<file path="src/rtl/decode_stage.sv">
// Decode stage: IF/ID pipeline latch with stall/flush, 32x32 register file with
// write-to-read bypass, and combinational operand/immediate/target decode.
module decode_stage (
    input  logic        clk,
    input  logic        reset,
    input  logic        stall_in,
    input  logic        flush_in,
    input  logic [31:0] instruction_in,
    input  logic [23:0] bundle_in,
    input  logic [31:0] pc_seq_in,
    input  logic        wb_en_in,
    input  logic [4:0]  wb_addr_in,
    input  logic [31:0] wb_data_in,
    output logic [31:0] instruction_out,
    output logic [23:0] bundle_out,
    output logic [31:0] pc_seq_out,
    output logic [4:0]  rs_addr_out,
    output logic [4:0]  rt_addr_out,
    output logic [4:0]  rd_addr_out,
    output logic [4:0]  shamt_out,
    output logic [31:0] rs_data_out,
    output logic [31:0] rt_data_out,
    output logic [31:0] imm_sext_out,
    output logic [31:0] imm_zext_out,
    output logic [31:0] branch_target_out,
    output logic [31:0] jump_target_out,
    output logic        regs_eq_out
);

    localparam int unsigned XLEN      = 32;
    localparam int unsigned BUNDLE_W  = 24;
    localparam int unsigned NUM_REGS  = 32;
    localparam int unsigned REG_IDX_W = 5;

    localparam logic [XLEN-1:0]     NOP_INSTR  = 32'h3400_0000;
    localparam logic [BUNDLE_W-1:0] NOP_BUNDLE = 24'h0E_2531;
    localparam logic [XLEN-1:0]     RESET_PC   = 32'h0040_0004;

    logic [XLEN-1:0] regs [NUM_REGS];
    logic            wb_hit;

    // IF/ID latch: reset > flush > stall > load
    always_ff @(posedge clk) begin
        if (!reset) begin
            instruction_out <= NOP_INSTR;
            bundle_out      <= NOP_BUNDLE;
            pc_seq_out      <= RESET_PC;
        end else if (flush_in) begin
            instruction_out <= NOP_INSTR;
            bundle_out      <= NOP_BUNDLE;
            pc_seq_out      <= pc_seq_in;
        end else if (!stall_in) begin
            instruction_out <= instruction_in;
            bundle_out      <= bundle_in;
            pc_seq_out      <= pc_seq_in;
        end
    end

    // Register file; writes ignore stall/flush but not reset
    always_ff @(posedge clk) begin
        if (!reset) begin
            for (int i = 0; i < NUM_REGS; i++) begin
                regs[i] <= '0;
            end
        end else if (wb_hit) begin
            regs[wb_addr_in] <= wb_data_in;
        end
    end

    assign wb_hit = wb_en_in && (wb_addr_in != '0);

    function automatic logic [XLEN-1:0] read_port(input logic [REG_IDX_W-1:0] idx);
        logic [XLEN-1:0] val;
        val = regs[idx];
        if (idx == '0) begin
            val = '0;
        end else if (wb_hit && (wb_addr_in == idx)) begin
            val = wb_data_in;
        end
        return val;
    endfunction

    assign rs_addr_out = instruction_out[25:21];
    assign rt_addr_out = instruction_out[20:16];
    assign rd_addr_out = instruction_out[15:11];
    assign shamt_out   = instruction_out[10:6];

    always_comb begin
        rs_data_out = read_port(rs_addr_out);
        rt_data_out = read_port(rt_addr_out);
    end

    assign regs_eq_out       = (rs_data_out == rt_data_out);
    assign imm_sext_out      = {{16{instruction_out[15]}}, instruction_out[15:0]};
    assign imm_zext_out      = {16'h0000, instruction_out[15:0]};
    assign branch_target_out = pc_seq_out + {imm_sext_out[29:0], 2'b00};
    assign jump_target_out   = {pc_seq_out[31:28], instruction_out[25:0], 2'b00};

endmodule

</file>
<file path="config.mk">
export PLATFORM = sky130hd
export DESIGN_NAME = decode_stage
export DESIGN_NICKNAME = d
export VERILOG_FILES = /design/src/rtl/decode_stage.sv
export SDC_FILE = /design/constraint.sdc
export NUM_CORES = 2
export LEC_CHECK = 0
export BUFFER_PORTS_ARGS = -buffer_cell sky130_fd_sc_hd__buf_4
export CORE_ASPECT_RATIO = 2
export CORE_UTILIZATION = 42
export DETAILED_ROUTE_END_ITERATION = 8
export PLACE_DENSITY_LB_ADDON = 0.25
export SLEW_MARGIN = 15
export SYNTH_ARGS = -nofsm -noshare
export SYNTH_HDL_FRONTEND = slang
export SYNTH_SLANG_ARGS = --single-unit
</file>
<file path="constraint.sdc">
create_clock -name clk -period 5.24 [get_ports clk]
set_input_delay 0.262 -clock clk [delete_from_list [all_inputs] [get_ports clk]]
set_output_delay 0.262 -clock clk [all_outputs]
set_load 0.01 [all_outputs]
</file>
==> Word-level counts from Yosys, hierarchy flattened <==
Memories as Yosys holds them, arrays and structs flattened. A register that Yosys moved wholly into a read port is not among the register bits.
Cells that the tools add are included.
{ "op_classes": {"add_sub_neg": 1, "multipliers": 0, "div": 0, "magnitude_cmp": 0, "eq_ne": 4, "shifts": 0, "mux": 17, "bitwise_logic": 1, "n_reduce_logical": 8} }
{ "ops": {"columns": ["cell", "n"], "rows": [
  ["$mux 32", 7],
  ["$add 32x32->32", 1],
  ["$eq 32x32->1", 1],
  ["$reduce_or 32->1", 1],
  ["$mux 5", 5],
  ["$eq 5x5->1", 2],
  ["$logic_not 5->1", 2],
  ["$mux 1", 5],
  ["$reduce_bool 5->1", 1],
  ["$logic_and 1x1->1", 3],
  ["$ne 2x1->1 const B", 1],
  ["$reduce_or 2->1", 1],
  ["$not 1->1", 1]
]} }
{ "totals": {"reg_bits": 88, "latch_bits": 0, "ram_bits": 1024, "romBits": 0, "input_bits": 130, "out_inout_bits": 301, "wordCells": 35, "memories": 1} }
{ "memory_table": {"columns": ["name", "words", "width", "read_ports", "rd_clocked_by_memory_dff", "write_ports", "line", "text"], "rows": [
  ["regs", 32, 32, 2, 2, 32, "39", "logic [XLEN-1:0] regs [NUM_REGS];"]
]} }

==> Longest topological paths before layout <==
{ "logic_depth": {"word_depth": 7, "ltp_mapped": 15, "mapped_depth_nobuf": 11} }

==> Least setup slack after synthesis <==
No wires, ideal clock.
{ "synth_path": {"kind": "input port to flip-flop", "startpoint": "input wb_addr_in[4]", "endpoint": "memory regs[28][0] (enable)", "setup_time_ns": 0.466, "arrival_ns": 3.465, "required_time_ns": 4.774, "slack_ns": 1.309, "path_stages": 5, "n_path_buf": 2, "cell_sequence": "clkbuf_1 > and3_1 > nand3_1 > clkbuf_1 > o21ai_0"} }
{ "synth_rtl": {"columns": ["item", "line", "text"], "rows": [
  ["start: declaration", "12", "input logic [4:0] wb_addr_in,"],
  ["end: declaration", "39", null]
]} }

==> impl_metrics.tcl <==
set metrics [dict create \
    ys_seq_area_share_pct 53.9 \
    min_path_cells 3 \
    clock_skew_ps 25.0 \
    htree_levels 3 \
    min_to "instruction_out[20]$_SDFFE_PP0N_" \
    hold_path.class "primary input to flip-flop" \
    rows 196 \
    syn_inst 4256 \
    drive_above_1_share_pct 30.2 \
    cts_max_path_buffers 3 \
    period_minus_slack_ps 5180 \
    synth_top_cell_by_area "edfxtp_1" \
    setup_tns_ps 0 \
    p_leak_nw 24.8 \
    drc 0 \
    drt-pass1-iter-count 6 \
    worstPathArrival_ps 4920 \
    hold_viol_final 0 \
    synth-xor-area-share_pct 0.967 \
    clk_latency_ps 740 \
    finalSetupViolCount 0 \
    cts_buffers 101 \
    rsz0062_at_grt "false" \
    crit_path_max_fanout 17 \
    fmax_ghz 0.193 \
    tritoncts "yes" \
    min_period_over_period_pct 98.9 \
    avgSynthCellArea_um2 14.3 \
    synth_area_um2 60700 \
    port_buffers 412 \
    crit_path_cell_trace "buf_8, buf_4, mux4_2, a221oi_1, o221ai_1, buf_4, xnor2_1, nand4_1, nor4_1, nand2_1, nor4_4, buf_4" \
    ant_nets 0 \
    hold_start "instruction_in[20]" \
    syn_to_final_growth_pct 16.8 \
    rr_worst_depth 2 \
    powerDensity_nw_per_um2 301 \
    cap_viol_max_count 0 \
    yosysUniqueCellTypes 67 \
    nets 4790 \
    place_congestion 0.957 \
    critPathMaxStageDelay_ps 570 \
    viasPerCell 6.49 \
    synth_top_area_share_pct 50.7 \
    synth_mux_area_share_pct 21.8 \
    critPathMostFrequentCell "buf_4" \
    grtUsageTotal_pct 33.8 \
    r2r_slack_ps 3670 \
    antenna_found_initial 17 \
    slew_viol_final 0 \
    grt_max_degree 87 \
    dpl-instance-area_um2 66400 \
    grt_overflow 0 \
    drt_wl_total_um 249000 \
    async_flop_share_pct 0 \
    hold-worst-slack_ps 37.7 \
    ys_warn_count 0 \
    grt_pass1_vias 43917 \
    cp-start-kind "flip-flop" \
    synth_seq_cells 1122 \
    yosys.area_share.simple_pct 12.4 \
    synth_compound_area_share_pct 5.50 \
    fin_area_um2 70800 \
    cts_root_buffer "clkbuf_16" \
    avgRoutedWirePerCell_um 37.7 \
    dp.final_hpwl_um 165000 \
    cp_slowest_cell "mux4_2" \
    cts.clk_slew.worst_paths_ps 70 \
    synth_area_leaders "edfxtp_1 (51%), mux4_2 (18%), and2_1 (9.0%), dfxtp_1 (3.2%), mux2i_1 (3.2%)" \
    path_buf_inv 4 \
    cp-end-kind "output pin" \
    die_w_um 271 \
    crit_family "buffers and inverters" \
    dieArea_um2 146000 \
    synth_flop_cell "edfxtp_1" \
    vias 42880 \
    io_pins 431 \
    synth_top_family_by_area "multiplexers" \
    initial_utilization_pct 42.4 \
    grt_pass1_wl_um 340000 \
    worst_slew_pin_slew_ps 1320 \
    die_y_um 539 \
    status "finished clean" \
    critPathKind "flip-flop to output pin" \
    synth_edf_count 1024 \
    power_mw 21.3 \
    clock-sinks 1122 \
    fill_cells 12116 \
    drtIter0Drc 4710 \
    slew_headroom_pct 11.8 \
    worstReg2RegStart "instruction_out[16]$_SDFFE_PP0N_" \
    placeableCoreArea_um2 143000 \
    cp.required_ps 4980 \
    vdd_ir_drop_max_mv 0.246 \
    yosys.area_share.adder_pct 0.631 \
]
[flip-flops by register name, indices dropped and copies added (netlist names), named ones only]
name,cells
pc_seq_out,32
instruction_out,32
bundle_out,24
regs,1024
[cell families after synthesis]
family,after synthesis
AO/OA/AOI/OAI,457
XOR/XNOR,67
adder cells (fa/ha/maj),30
buffers and inverters,547
flip-flops,1122
multiplexers,699
other,1
AND/OR/NAND/NOR,1333
[worst register-to-register path, cell delays in order (launching register included)]
cell and delay [ps]:
dfxtp_1 510, mux2i_1 130, nor2_1 720
[per-layer routing]
metal / up-vias / global-route usage (%) / share of wire (%)
met5: - / 0 / 0.016
met4: 8 / 27.2 / 9.3
met3: 925 / 7.28 / 9.1
met2: 2923 / 58.5 / 50
met1: 22050 / 35.1 / 31
li1: 16974 / - / -
[placed cells by master (no fill, tap or decap), types with 8 or more instances in the layout]
master            n
clkinv_2         18
mux4_2          490
dlygate4sd3_1    84
diode_2          13
buf_4           628
a211oi_1          9
a21oi_1          72
xor2_1           27
inv_1            17
a21o_1           22
bufinv_16        12
clkinv_1         21
xnor2_1          39
o22ai_1          12
dfxtp_1          92
mux2i_1         196
nand4_1          11
o2bb2ai_1         8
clkbuf_16       102
a22o_1           51
o21ai_4          31
nor2_4           32
buf_12           23
nor4_1           13
conb_1           50
edfxtp_1       1024
clkbuf_1         17
nand3_1          19
ha_1             29
o221ai_1         19
a22oi_1          20
o21ai_0          49
nor3_1          132
a221o_1          12
a221oi_1         92
nor2b_1           8
nand2_1         130
and2_1          875
nor2_1           78
[area by class of cell]
type,instances,area (um2),share of cell area (%)
timing repair buffer,748,6290,8.87
clock buffer,118,2590,3.66
tap,1881,2350,3.32
multi-input combinational,2636,26100,36.8
antenna,13,32.5,0.0459
clock inverter,68,694,0.980
inverter,21,81.3,0.115
sequential,1122,32700,46.2
[how the worst max path moves through the flow]
stage                                           end  depth (start not counted)
after floorplan           regs[28][0]$_SDFFCE_PN0P_                          5
after global placement                  regs_eq_out                         12
after detailed placement                regs_eq_out                         12
after CTS                               regs_eq_out                         11
after global routing                    regs_eq_out                         10
final                                   regs_eq_out                         12
[metrics by stage]
step	std cells	util [%]	worst slack (ps)
after global routing	6598	49.5	11.6
after detailed placement	6315	46.5	316
final	6607	49.5	56.5
after global placement	6313	46.4	408
after floorplan	4305	-	1310
after CTS	6593	49.4	6.38
[cell usage after synthesis, types with 22 or more instances]
cell      number
dfxtp_1       98
ha_1          29
xor2_1        27
mux2i_1      196
nor3_1       133
xnor2_1       40
clkbuf_1     292
buf_1         29
a221oi_1      97
nand2_1      131
a21o_1        22
a21oi_1       73
buf_6         22
buf_2         35
edfxtp_1    1024
mux4_2       490
nor2_1       115
o21ai_0       81
a22o_1        51
buf_4        146
and2_1       875
[where the power goes]
group	internal, mW	total, mW	switching, mW
combinational	1.21	3.00	1.78
sequential	10.2	10.5	0.295
clock	4.15	7.77	3.62
[repair_timing]
| item | CTS | global route |
|---|---|---|
| setup endpoints to repair | 1 | 1 |
| setup buffers | 7 | 0 |
| pin swaps | 1 | 1 |
| endpoints found under the hold margin | 90 | 0 |
| hold buffers | 84 | 0 |
| gates resized for setup | 8 | 16 |
| gates cloned | 1 | 1 |
Note: power is estimated with default switching activity, not from simulation.
